$ cat config.mk
export PLATFORM = sky130hd
export DESIGN_NAME = rv_iopmp_check_arbiter
export DESIGN_NICKNAME = d
export VERILOG_FILES = /design/src/rtl/rv_iopmp_pkg.sv /design/src/rtl/rv_iopmp_rr_arbiter.sv /design/src/rtl/rv_iopmp_check_arbiter.sv
export SDC_FILE = /design/constraint.sdc
export NUM_CORES = 1
export LEC_CHECK = 0
export CELL_PAD_IN_SITES_DETAIL_PLACEMENT = 0
export CELL_PAD_IN_SITES_GLOBAL_PLACEMENT = 2
export CORE_AREA = 2 2 275 277
export DETAILED_ROUTE_END_ITERATION = 6
export DIE_AREA = 0 0 277 279
export GPL_TIMING_DRIVEN = 0
export PLACE_DENSITY_LB_ADDON = 0.12
export SLEW_MARGIN = 0
export SYNTH_ARGS = -nofsm -noshare
export SYNTH_HDL_FRONTEND = slang
export SYNTH_SLANG_ARGS = --single-unit
export TNS_END_PERCENT = 1
$ cat constraint.sdc
create_clock -name clk_i -period 5.33 [get_ports clk_i]
set_clock_uncertainty 0.1 [all_clocks]
set_input_delay 0.533 -clock clk_i [delete_from_list [all_inputs] [get_ports clk_i]]
set_output_delay 0.533 -clock clk_i [all_outputs]
set_load 0.005 [all_outputs]
$ cat src/rtl/rv_iopmp_pkg.sv
// Shared types for the IOPMP check path.
// Contents: access_t, the check-arbiter FSM state enum, the check request
// payload struct (sized for the widest supported configuration) and an
// index-width helper.
package rv_iopmp_pkg;

    localparam int unsigned ACCESS_W     = 2;
    localparam int unsigned MAX_ADDR_W   = 64;
    localparam int unsigned MAX_NBYTES_W = 16;
    localparam int unsigned MAX_SID_W    = 16;

    typedef enum logic [ACCESS_W-1:0] {
        ACCESS_NONE  = 2'd0,
        ACCESS_READ  = 2'd1,
        ACCESS_WRITE = 2'd2,
        ACCESS_RW    = 2'd3
    } access_t;

    typedef enum logic [1:0] {
        ST_IDLE  = 2'd0,
        ST_ISSUE = 2'd1,
        ST_WAIT  = 2'd2,
        ST_RESP  = 2'd3
    } chk_state_e;

    // Fields are zero-extended from the instance widths into these maxima.
    typedef struct packed {
        logic [MAX_ADDR_W-1:0]   addr;
        logic [MAX_ADDR_W-1:0]   len;
        logic [MAX_NBYTES_W-1:0] nbytes;
        logic [MAX_SID_W-1:0]    sid;
        access_t                 access;
    } chk_req_t;

    // Width of a port index; at least one bit even for a single port.
    function automatic int unsigned idx_width(input int unsigned n);
        return (n > 1) ? $clog2(n) : 1;
    endfunction

endpackage

$ cat src/rtl/rv_iopmp_rr_arbiter.sv
// Round-robin grant selection (purely combinational).
// Ports:
//   req_i        per-port request bits
//   last_grant_i index of the most recently served port
//   grant_o      one-hot grant (zero when nothing requests)
//   grant_idx_o  index of the granted port
//   any_o        at least one request present
module rv_iopmp_rr_arbiter
    import rv_iopmp_pkg::*;
#(
    parameter int unsigned NUM_PORTS = 4
) (
    input  logic [NUM_PORTS-1:0]              req_i,
    input  logic [idx_width(NUM_PORTS)-1:0]   last_grant_i,
    output logic [NUM_PORTS-1:0]              grant_o,
    output logic [idx_width(NUM_PORTS)-1:0]   grant_idx_o,
    output logic                              any_o
);

    localparam int unsigned IDX_W = idx_width(NUM_PORTS);

    logic [IDX_W-1:0] cand;

    // Search last_grant+1 .. last_grant+NUM_PORTS modulo NUM_PORTS; first hit wins.
    always_comb begin
        grant_o     = '0;
        grant_idx_o = '0;
        any_o       = 1'b0;
        cand        = '0;
        for (int unsigned i = 1; i <= NUM_PORTS; i++) begin
            cand = IDX_W'((32'(last_grant_i) + i) % NUM_PORTS);
            if (!any_o && req_i[cand]) begin
                any_o       = 1'b1;
                grant_idx_o = cand;
            end
        end
        if (any_o) begin
            grant_o[grant_idx_o] = 1'b1;
        end
    end

endmodule

$ cat src/rtl/rv_iopmp_check_arbiter.sv
// Shares one IOPMP matching-logic instance between NUM_PORTS requesters.
// One check is outstanding at a time: IDLE grants a port round-robin,
// ISSUE presents the latched request, WAIT collects the verdict, RESP
// holds it on the granted port until consumed.
// Ports:
//   clk_i, rst_i                       clock, async active-high reset
//   req_valid_i / req_ready_o          per-port request handshake
//   req_addr_i, req_len_i, req_nbytes_i, req_sid_i, req_access_i
//                                      per-port payloads, flattened port-major
//   rsp_valid_o / rsp_allow_o / rsp_ready_i  per-port verdict handshake
//   chk_en_o, chk_addr_o, chk_len_o, chk_nbytes_o, chk_sid_o, chk_access_o
//                                      request to the matching logic
//   chk_ready_i, chk_valid_i, chk_allow_i    matching-logic handshake/verdict
//   timeout_o                          one-cycle pulse when a check times out
// Optional feature: define RV_IOPMP_CHECK_TIMEOUT_EN to bound WAIT to
// TIMEOUT_CYCLES cycles (verdict forced to deny); otherwise WAIT is unbounded
// and timeout_o is tied low.
module rv_iopmp_check_arbiter
    import rv_iopmp_pkg::*;
#(
    parameter int unsigned NUM_PORTS      = 4,
    parameter int unsigned ADDR_WIDTH     = 64,
    parameter int unsigned SID_WIDTH      = 2,
    parameter int unsigned NBYTES_WIDTH   = 4,
    parameter int unsigned TIMEOUT_CYCLES = 64
) (
    input  logic                              clk_i,
    input  logic                              rst_i,
    input  logic [NUM_PORTS-1:0]              req_valid_i,
    output logic [NUM_PORTS-1:0]              req_ready_o,
    input  logic [NUM_PORTS*ADDR_WIDTH-1:0]   req_addr_i,
    input  logic [NUM_PORTS*ADDR_WIDTH-1:0]   req_len_i,
    input  logic [NUM_PORTS*NBYTES_WIDTH-1:0] req_nbytes_i,
    input  logic [NUM_PORTS*SID_WIDTH-1:0]    req_sid_i,
    input  logic [NUM_PORTS*ACCESS_W-1:0]     req_access_i,
    output logic [NUM_PORTS-1:0]              rsp_valid_o,
    output logic [NUM_PORTS-1:0]              rsp_allow_o,
    input  logic [NUM_PORTS-1:0]              rsp_ready_i,
    output logic                              chk_en_o,
    output logic [ADDR_WIDTH-1:0]             chk_addr_o,
    output logic [ADDR_WIDTH-1:0]             chk_len_o,
    output logic [NBYTES_WIDTH-1:0]           chk_nbytes_o,
    output logic [SID_WIDTH-1:0]              chk_sid_o,
    output logic [ACCESS_W-1:0]               chk_access_o,
    input  logic                              chk_ready_i,
    input  logic                              chk_valid_i,
    input  logic                              chk_allow_i,
    output logic                              timeout_o
);

    localparam int unsigned IDX_W = idx_width(NUM_PORTS);

    chk_state_e           state_q;
    logic [IDX_W-1:0]     last_grant_q;
    logic [IDX_W-1:0]     idx_q;
    logic [NUM_PORTS-1:0] oh_q;
    chk_req_t             pl_q;

    logic [NUM_PORTS-1:0] gnt_oh;
    logic [IDX_W-1:0]     gnt_idx;
    logic                 gnt_any;

    chk_req_t             req_pl [NUM_PORTS];

    // Unflatten per-port payloads into the shared struct.
    for (genvar p = 0; p < NUM_PORTS; p++) begin : g_unpack
        assign req_pl[p] = '{
            addr:   MAX_ADDR_W'(req_addr_i[p*ADDR_WIDTH +: ADDR_WIDTH]),
            len:    MAX_ADDR_W'(req_len_i[p*ADDR_WIDTH +: ADDR_WIDTH]),
            nbytes: MAX_NBYTES_W'(req_nbytes_i[p*NBYTES_WIDTH +: NBYTES_WIDTH]),
            sid:    MAX_SID_W'(req_sid_i[p*SID_WIDTH +: SID_WIDTH]),
            access: access_t'(req_access_i[p*ACCESS_W +: ACCESS_W])
        };
    end

    rv_iopmp_rr_arbiter #(
        .NUM_PORTS (NUM_PORTS)
    ) u_rr (
        .req_i        (req_valid_i),
        .last_grant_i (last_grant_q),
        .grant_o      (gnt_oh),
        .grant_idx_o  (gnt_idx),
        .any_o        (gnt_any)
    );

`ifdef RV_IOPMP_CHECK_TIMEOUT_EN
    localparam int unsigned TMO_W = $clog2(TIMEOUT_CYCLES + 1);
    logic [TMO_W-1:0] tmo_cnt_q;
`else
    logic unused_tmo;
    assign unused_tmo = (TIMEOUT_CYCLES == 0);
    assign timeout_o  = 1'b0;
`endif

    // Check FSM; every output is a flop.
    always_ff @(posedge clk_i or posedge rst_i) begin
        if (rst_i) begin
            state_q      <= ST_IDLE;
            last_grant_q <= IDX_W'(NUM_PORTS - 1);
            idx_q        <= '0;
            oh_q         <= '0;
            pl_q         <= '0;
            req_ready_o  <= '0;
            rsp_valid_o  <= '0;
            rsp_allow_o  <= '0;
            chk_en_o     <= 1'b0;
`ifdef RV_IOPMP_CHECK_TIMEOUT_EN
            tmo_cnt_q    <= '0;
            timeout_o    <= 1'b0;
`endif
        end else begin
            req_ready_o <= '0;
`ifdef RV_IOPMP_CHECK_TIMEOUT_EN
            timeout_o   <= 1'b0;
`endif
            case (state_q)
                ST_IDLE: begin
                    if (gnt_any) begin
                        req_ready_o <= gnt_oh;
                        idx_q       <= gnt_idx;
                        oh_q        <= gnt_oh;
                        pl_q        <= req_pl[gnt_idx];
                        chk_en_o    <= 1'b1;
                        state_q     <= ST_ISSUE;
                    end
                end
                ST_ISSUE: begin
                    if (chk_ready_i) begin
                        chk_en_o <= 1'b0;
                        state_q  <= ST_WAIT;
`ifdef RV_IOPMP_CHECK_TIMEOUT_EN
                        tmo_cnt_q <= '0;
`endif
                    end
                end
                ST_WAIT: begin
                    if (chk_valid_i) begin
                        rsp_valid_o <= oh_q;
                        rsp_allow_o <= chk_allow_i ? oh_q : '0;
                        state_q     <= ST_RESP;
                    end
`ifdef RV_IOPMP_CHECK_TIMEOUT_EN
                    // Last allowed WAIT cycle without a verdict: deny and flag.
                    else if (tmo_cnt_q == TMO_W'(TIMEOUT_CYCLES - 1)) begin
                        rsp_valid_o <= oh_q;
                        rsp_allow_o <= '0;
                        timeout_o   <= 1'b1;
                        state_q     <= ST_RESP;
                    end else begin
                        tmo_cnt_q <= tmo_cnt_q + 1'b1;
                    end
`endif
                end
                ST_RESP: begin
                    if ((rsp_ready_i & oh_q) != '0) begin
                        rsp_valid_o  <= '0;
                        rsp_allow_o  <= '0;
                        last_grant_q <= idx_q;
                        state_q      <= ST_IDLE;
                    end
                end
                default: state_q <= ST_IDLE;
            endcase
        end
    end

    assign chk_addr_o   = pl_q.addr[ADDR_WIDTH-1:0];
    assign chk_len_o    = pl_q.len[ADDR_WIDTH-1:0];
    assign chk_nbytes_o = pl_q.nbytes[NBYTES_WIDTH-1:0];
    assign chk_sid_o    = pl_q.sid[SID_WIDTH-1:0];
    assign chk_access_o = pl_q.access;

    // Pad bits above the configured widths are always zero.
    logic unused_pl;
    assign unused_pl = ^pl_q;

endmodule

==> metrics, run 1 <==
outcome finished clean; first-pass GRT wire length 98,600 um; Syn Inst Count 1,051; initial core utilization 0.133; Distinct cells, synth 42; Post-layout nets 2,335; number of synthesized register bits 159; Port Buffers 702; CP Launch Type flop; worst-path maximum fanout 10; grt total ovfl 0; fin cells 2,758; leakage power ~7.2 nW; Seq/Total Area, Yosys 0.404; Netlist Area Pre-Place between 9000 and 10,000 um2; Max Cap Viol 0; CTS resizes 0; vias in the first global route 12,700; most frequent cells in the layout 702 x clkdlybuf4s50_1, 157 x dfrtp_1, 140 x nor2_1, 137 x mux2i_1, 137 x o22ai_1; f_max 341 MHz; cell total after placement between 2,000 and 3,000; Post-Synthesis Mean Instance Area roughly 9.4 um2; asr flop ratio synth 1.00; delay of the slowest critical-path stage slightly below 1 ns; RSZ-0062 raised after global routing no; Final Slew Violations 0; Vias per Instance 4.30; Final GP Congestion between 0.8 and 0.9; largest net degree at the start of global routing 82; share of cells above drive strength 1 0.0649; Crit Path Class reg -> reg; final setup vio count 0; Vias 11,900; final wirelength 71,800 um; synthesized net count 1,612; pwr dens 479 nW/um2; ranking of synthesized cells by area dfrtp_1 40%, mux2i_1 14%, a221oi_1 12%, o22ai_1 8.7%, o21ai_0 6.5%; Max-slew headroom 0.138; VDD IR-drop max a little over 0.0002 V; area leader, netlist dfrtp_1; Final Core Density 0.254; final hold vios 0; initial antenna violation count 17; Hold Buf Count CTS 0; Clock transition at path regs around 0.07 ns; worst-path cell chain buf_2, nor2_1, a221oi_4, clkbuf_1, o21ai_0, o22ai_1; Clk Latency, worst-skew pair 0.49 ns; minimum clock period 2.93 ns; WP data arrival 3.23 ns; critical path's slowest cell a221oi_4; dominant synthesized flop cell dfrtp_1; YS warnings 0; Worst Max-Slew Pin Slew approximately 1.3 ns; Post-CTS Setup Bufs 0; GRT Total Usage 0.180; CTS tree built; clock root buffer clkbuf_16; Hold Path Class reg -> reg; DIE AREA just under 80,000 um2; clock buffer depth 2; # IOs 707; initial detailed-routing violation count approximately 560; commonest non-fill, non-tap cell in the layout clkdlybuf4s50_1; Die W between 200 and 300 um; DRC violations left 0; wire per inst about 26 um; Yosys top cell area share 0.399; Post-synth EDFFs 0; cts bufs inserted 17; Core ar. 74,100 um2; Final HPWL DP around 57,000 um; Final ANT Viol Nets 0; CP Capture Type flop; Vert. Die Dim 279 um; Worst EP required 5.63 ns; htree depth 4; clk sink count 159; site row count 100; DRT Pass-1 Iters 4; Layout area overhead 90.6%; period utilisation layout 0.549
## metal layers
| layer | part of all wire | wire [um] | GRT usage | up-vias |
|---|---|---|---|---|
| li1 | - | - | - | 5559 |
| met4 | 0.014 | 982 | 0.0371 | 22 |
| met3 | 0.064 | 4590 | 0.0569 | 59 |
| met2 | 0.53 | 38100 | 0.336 | 393 |
| met5 | 0.0020 | 146 | 0 | - |
| met1 | 0.39 | 28000 | 0.200 | 5821 |
## stage by stage
stage	instance area [um2]	power (mW)	setup slack, ns	hold slack (ns)	TNS [ns]
global placement	18100	7.71	-3.65	0.368	-571.47
floorplan	9860	4.76	0.409	0.342	0
global route	18800	9.68	2.11	0.421	0
detailed placement	18200	7.75	1.79	0.378	0
finish	18800	9.00	2.40	0.388	0
CTS	18800	9.23	2.23	0.394	0
## state kept, by name (all words and copies together) (netlist names)
register      cells
chk_access_o      2
chk_len_o        64
chk_en_o          1
chk_addr_o       64
chk_sid_o         2
req_ready_o       4
last_grant_q      2
chk_nbytes_o      4
oh_q              4
state_q           2
rsp_valid_o       4
rsp_allow_o       4
idx_q             2
## synthesized netlist by cell type, types with 3 or more instances
library cell and n:
nor2b_1 3, o21ai_0 128, inv_1 8, buf_8 10
mux2i_1 137, o22ai_1 137, nor2_1 140, a21oi_1 5
dfrtp_1 157, buf_2 52, a221oi_1 136, ha_1 4
buf_6 3, clkbuf_1 41, mux2_2 3, buf_4 4
o21ai_1 22, nand2_1 25, a21o_1 3, nand2b_1 7
## path summary, 6_finish.rpt
path / start / to / slack (ns) / cells past startpoint
setup / recovery: last_grant_q[0] / chk_len_o[7] / 2.40 / 6
hold / removal: idx_q[0] / idx_q[0] / 0.39 / 2
setup reg to reg: last_grant_q[0] / chk_len_o[7] / 2.40 / 6
hold reg to reg: idx_q[0] / idx_q[0] / 0.39 / 2
max in group asynchronous: rst_i / chk_addr_o[48] / 3.79 / 3
min in group asynchronous: rst_i / chk_len_o[41] / 0.40 / 2
## worst max-delay path, delay by kind of cell (launching register included)
family / cells / cell delay [ns]
compound gates: 3 / 1.33
buf+inv: 2 / 0.74
flops: 1 / 0.53
simple gates: 1 / 0.12
## cell families (layout without fill, tap and decap cells)
group | Yosys count | after routing | synth area share
compound gates | 446 | 446 | 0.306
simple gates | 183 | 183 | 0.0754
flops | 159 | 159 | 0.404
mux | 140 | 140 | 0.143
buf+inv | 118 | 854 | 0.0668
fa+ha+maj | 4 | 4 | 0.00508
other cells | 1 | 3 | 0.000380
## area by class of cell
type | count | area [um2]
fill | 8002 | 55300
timing repair buffer | 704 | 7070
multi-input combinational | 774 | 5230
sequential | 159 | 3980
tap | 969 | 1210
buffer | 110 | 628
clock buffer | 17 | 425
clock inverter | 15 | 196
inverter | 8 | 37.5
antenna | 2 | 5.00
## where the power goes
part           total [mW]  internal, mW  switching [mW]  leakage (nW)
clock                1.41         0.754           0.654         0.307
combinational        5.42          2.52            2.90          5.14
sequential           2.17          1.76           0.411          1.73
total                9.00          5.03            3.97          7.17
Power figures use the tool's default switching activity.
==> run 2, diff against run 1 <==
clock period = 2.7 ns   (was 5.33 ns; I/O delays follow)
==> metrics, run 2 (synthesized netlist as in run 1, its figures left out) <==
final setup TNS 0 ns (unchanged); clock root buffer clkbuf_16 (unchanged); CTS tree built (unchanged); GRT Total Usage 0.181 (was 0.180); Critical path buffers and inverters 2 (unchanged); vias in the first global route 12,600 (was 12,700); Vias 11,900 (about the same); worst-path cell chain buf_2, a21oi_1, a21oi_1, o32ai_4, buf_2, a221oi_1, o22ai_1 (was buf_2, nor2_1, a221oi_4, clkbuf_1, o21ai_0, o22ai_1); Max Cap Viol 0 (unchanged); critical path's slowest cell a221oi_1 (was a221oi_4); CP Capture Type flop (unchanged); Layout area overhead 92.6% (was 90.6%); Vias per Instance 4.28 (was 4.30); Core ar. 74,100 um2 (unchanged); commonest non-fill, non-tap cell in the layout clkdlybuf4s50_1 (unchanged); share of cells above drive strength 1 0.0767 (was 0.0649); outcome finished clean (unchanged); Final GP Congestion 0.819 (was 0.821); final setup vio count 0 (unchanged); dpl ws -0.635 ns (was 1.79 ns); initial antenna violation count 12 (was 17); Final HPWL DP 57,600 um (was 57,400 um); pwr dens 938 nW/um2 (was 479 nW/um2); RSZ-0062 raised after global routing yes (was no); Setup WS post-layout 0.0505 ns (was 2.40 ns); wire per inst 25.8 um (was 26.0 um); minimum clock period 2.65 ns (was 2.93 ns); Final ANT Viol Nets 0 (unchanged); f_max 377 MHz (was 341 MHz); final wirelength 71,500 um (was 71,800 um); Port Buffers 702 (unchanged); site row count 100 (unchanged); Worst Max-Slew Pin Slew 0.772 ns (was 1.29 ns); initial detailed-routing violation count 476 (was 556); Post-layout nets 2,347 (was 2,335); htree depth 4 (unchanged); largest net degree at the start of global routing 33 (was 82); leakage power 7.28 nW (was 7.17 nW); Final Hold Slack 0.130 ns (was 0.388 ns); # IOs 707 (unchanged); Max-slew headroom 0.485 (was 0.138); Crit Path Class reg -> reg (unchanged); period utilisation layout 0.981 (was 0.549); first-pass GRT wire length 99,100 um (was 98,600 um); DRT Pass-1 Iters 4 (unchanged); Worst path top cell family by delay compound AO/OA/AOI/OAI gates (unchanged); final hold vios 0 (unchanged); Hold Path Class in -> async (was reg -> reg); DRC violations left 0 (unchanged); VDD IR-drop max 0.000354 V (was 0.000207 V); grt total ovfl 0 (unchanged); DIE AREA 77,300 um2 (unchanged); Die W 277 um (unchanged); most frequent cells in the layout 702 x clkdlybuf4s50_1, 157 x dfrtp_1, 139 x nor2_1, 137 x mux2i_1, 137 x o22ai_1 (was 702 x clkdlybuf4s50_1, 157 x dfrtp_1, 140 x nor2_1, 137 x mux2i_1, 137 x o22ai_1); WP data arrival 2.89 ns (was 3.23 ns); CP Launch Type flop (unchanged); initial core utilization 0.133 (unchanged); worst-path maximum fanout 10 (unchanged); delay of the slowest critical-path stage 0.64 ns (was 0.99 ns); clock buffer depth 2 (unchanged); Worst EP required 2.94 ns (was 5.63 ns); clk sink count 159 (unchanged); cts bufs inserted 17 (unchanged); Vert. Die Dim 279 um (unchanged); Clock transition at path regs 0.08 ns (was 0.07 ns); Final Slew Violations 0 (unchanged); Clk Latency, worst-skew pair 0.50 ns (was 0.49 ns)
-- run 2: cell count changes in the layout (fill, tap and decap cells not counted), sizes merged --
cell	before	now
buf	71	82
bufinv	3	2
clkbuf	58	59
clkinv	4	6
clkinvlp	0	2
diode	2	6
inv	16	13
-- run 2: final cells by class --
class / instances / area (um2)
repair buffers: 716 / 7250
well taps: 969 / 1210
inverters: 8 / 33.8
fillers: 7987 / 55100
clock inverters: 15 / 180
flip-flops and latches: 159 / 3980
multi-input cells: 774 / 5250
clock buffers: 17 / 425
plain buffers: 110 / 643
diodes: 6 / 15.0
-- run 2: metal layers --
layer  track usage  share of wire
met1         0.207           0.40
met2         0.332           0.53
met3        0.0509          0.057
met4        0.0410          0.012
met5             0        0.00098
-- run 2: repair_timing --
item / 4_1_cts / 5_1_grt
gates resized for setup: 7 / 11
endpoints found under the setup margin: 134 / 91
hold buffers: 0 / 0
setup buffers: 5 / 2
pin swaps: 1 / 1
-- run 2: power breakdown --
part	switching, mW	total [mW]	internal (mW)
logic	5.71	10.8	5.07
registers	0.841	4.31	3.47
clock network	1.32	2.72	1.40
-- run 2: path summary, 6_finish.rpt --
check | from | to | slack (ns) | cells after the start
min in group clk_i | req_valid_i[0] | req_ready_o[1] | 0.16 | 3
min reg2reg | idx_q[1] | idx_q[1] | 0.38 | 2
max reg2reg | last_grant_q[0] | chk_addr_o[55] | 0.05 | 7
max in group asynchronous | rst_i | chk_len_o[50] | 1.34 | 5
min | rst_i | chk_addr_o[47] | 0.13 | 2
max | last_grant_q[0] | chk_addr_o[55] | 0.05 | 7
-- run 2: stage by stage --
| step | instance area, um2 | power [mW] | std cells | util |
|---|---|---|---|---|
| after floorplan | 9860 | 9.39 | 1051 | - |
| after global placement | 18100 | 15.2 | 2722 | 0.244 |
| after detailed placement | 18300 | 15.3 | 2729 | 0.246 |
| after CTS | 18900 | 18.2 | 2766 | 0.256 |
| after global routing | 19000 | 19.2 | 2773 | 0.256 |
| final | 19000 | 17.8 | 2774 | 0.256 |
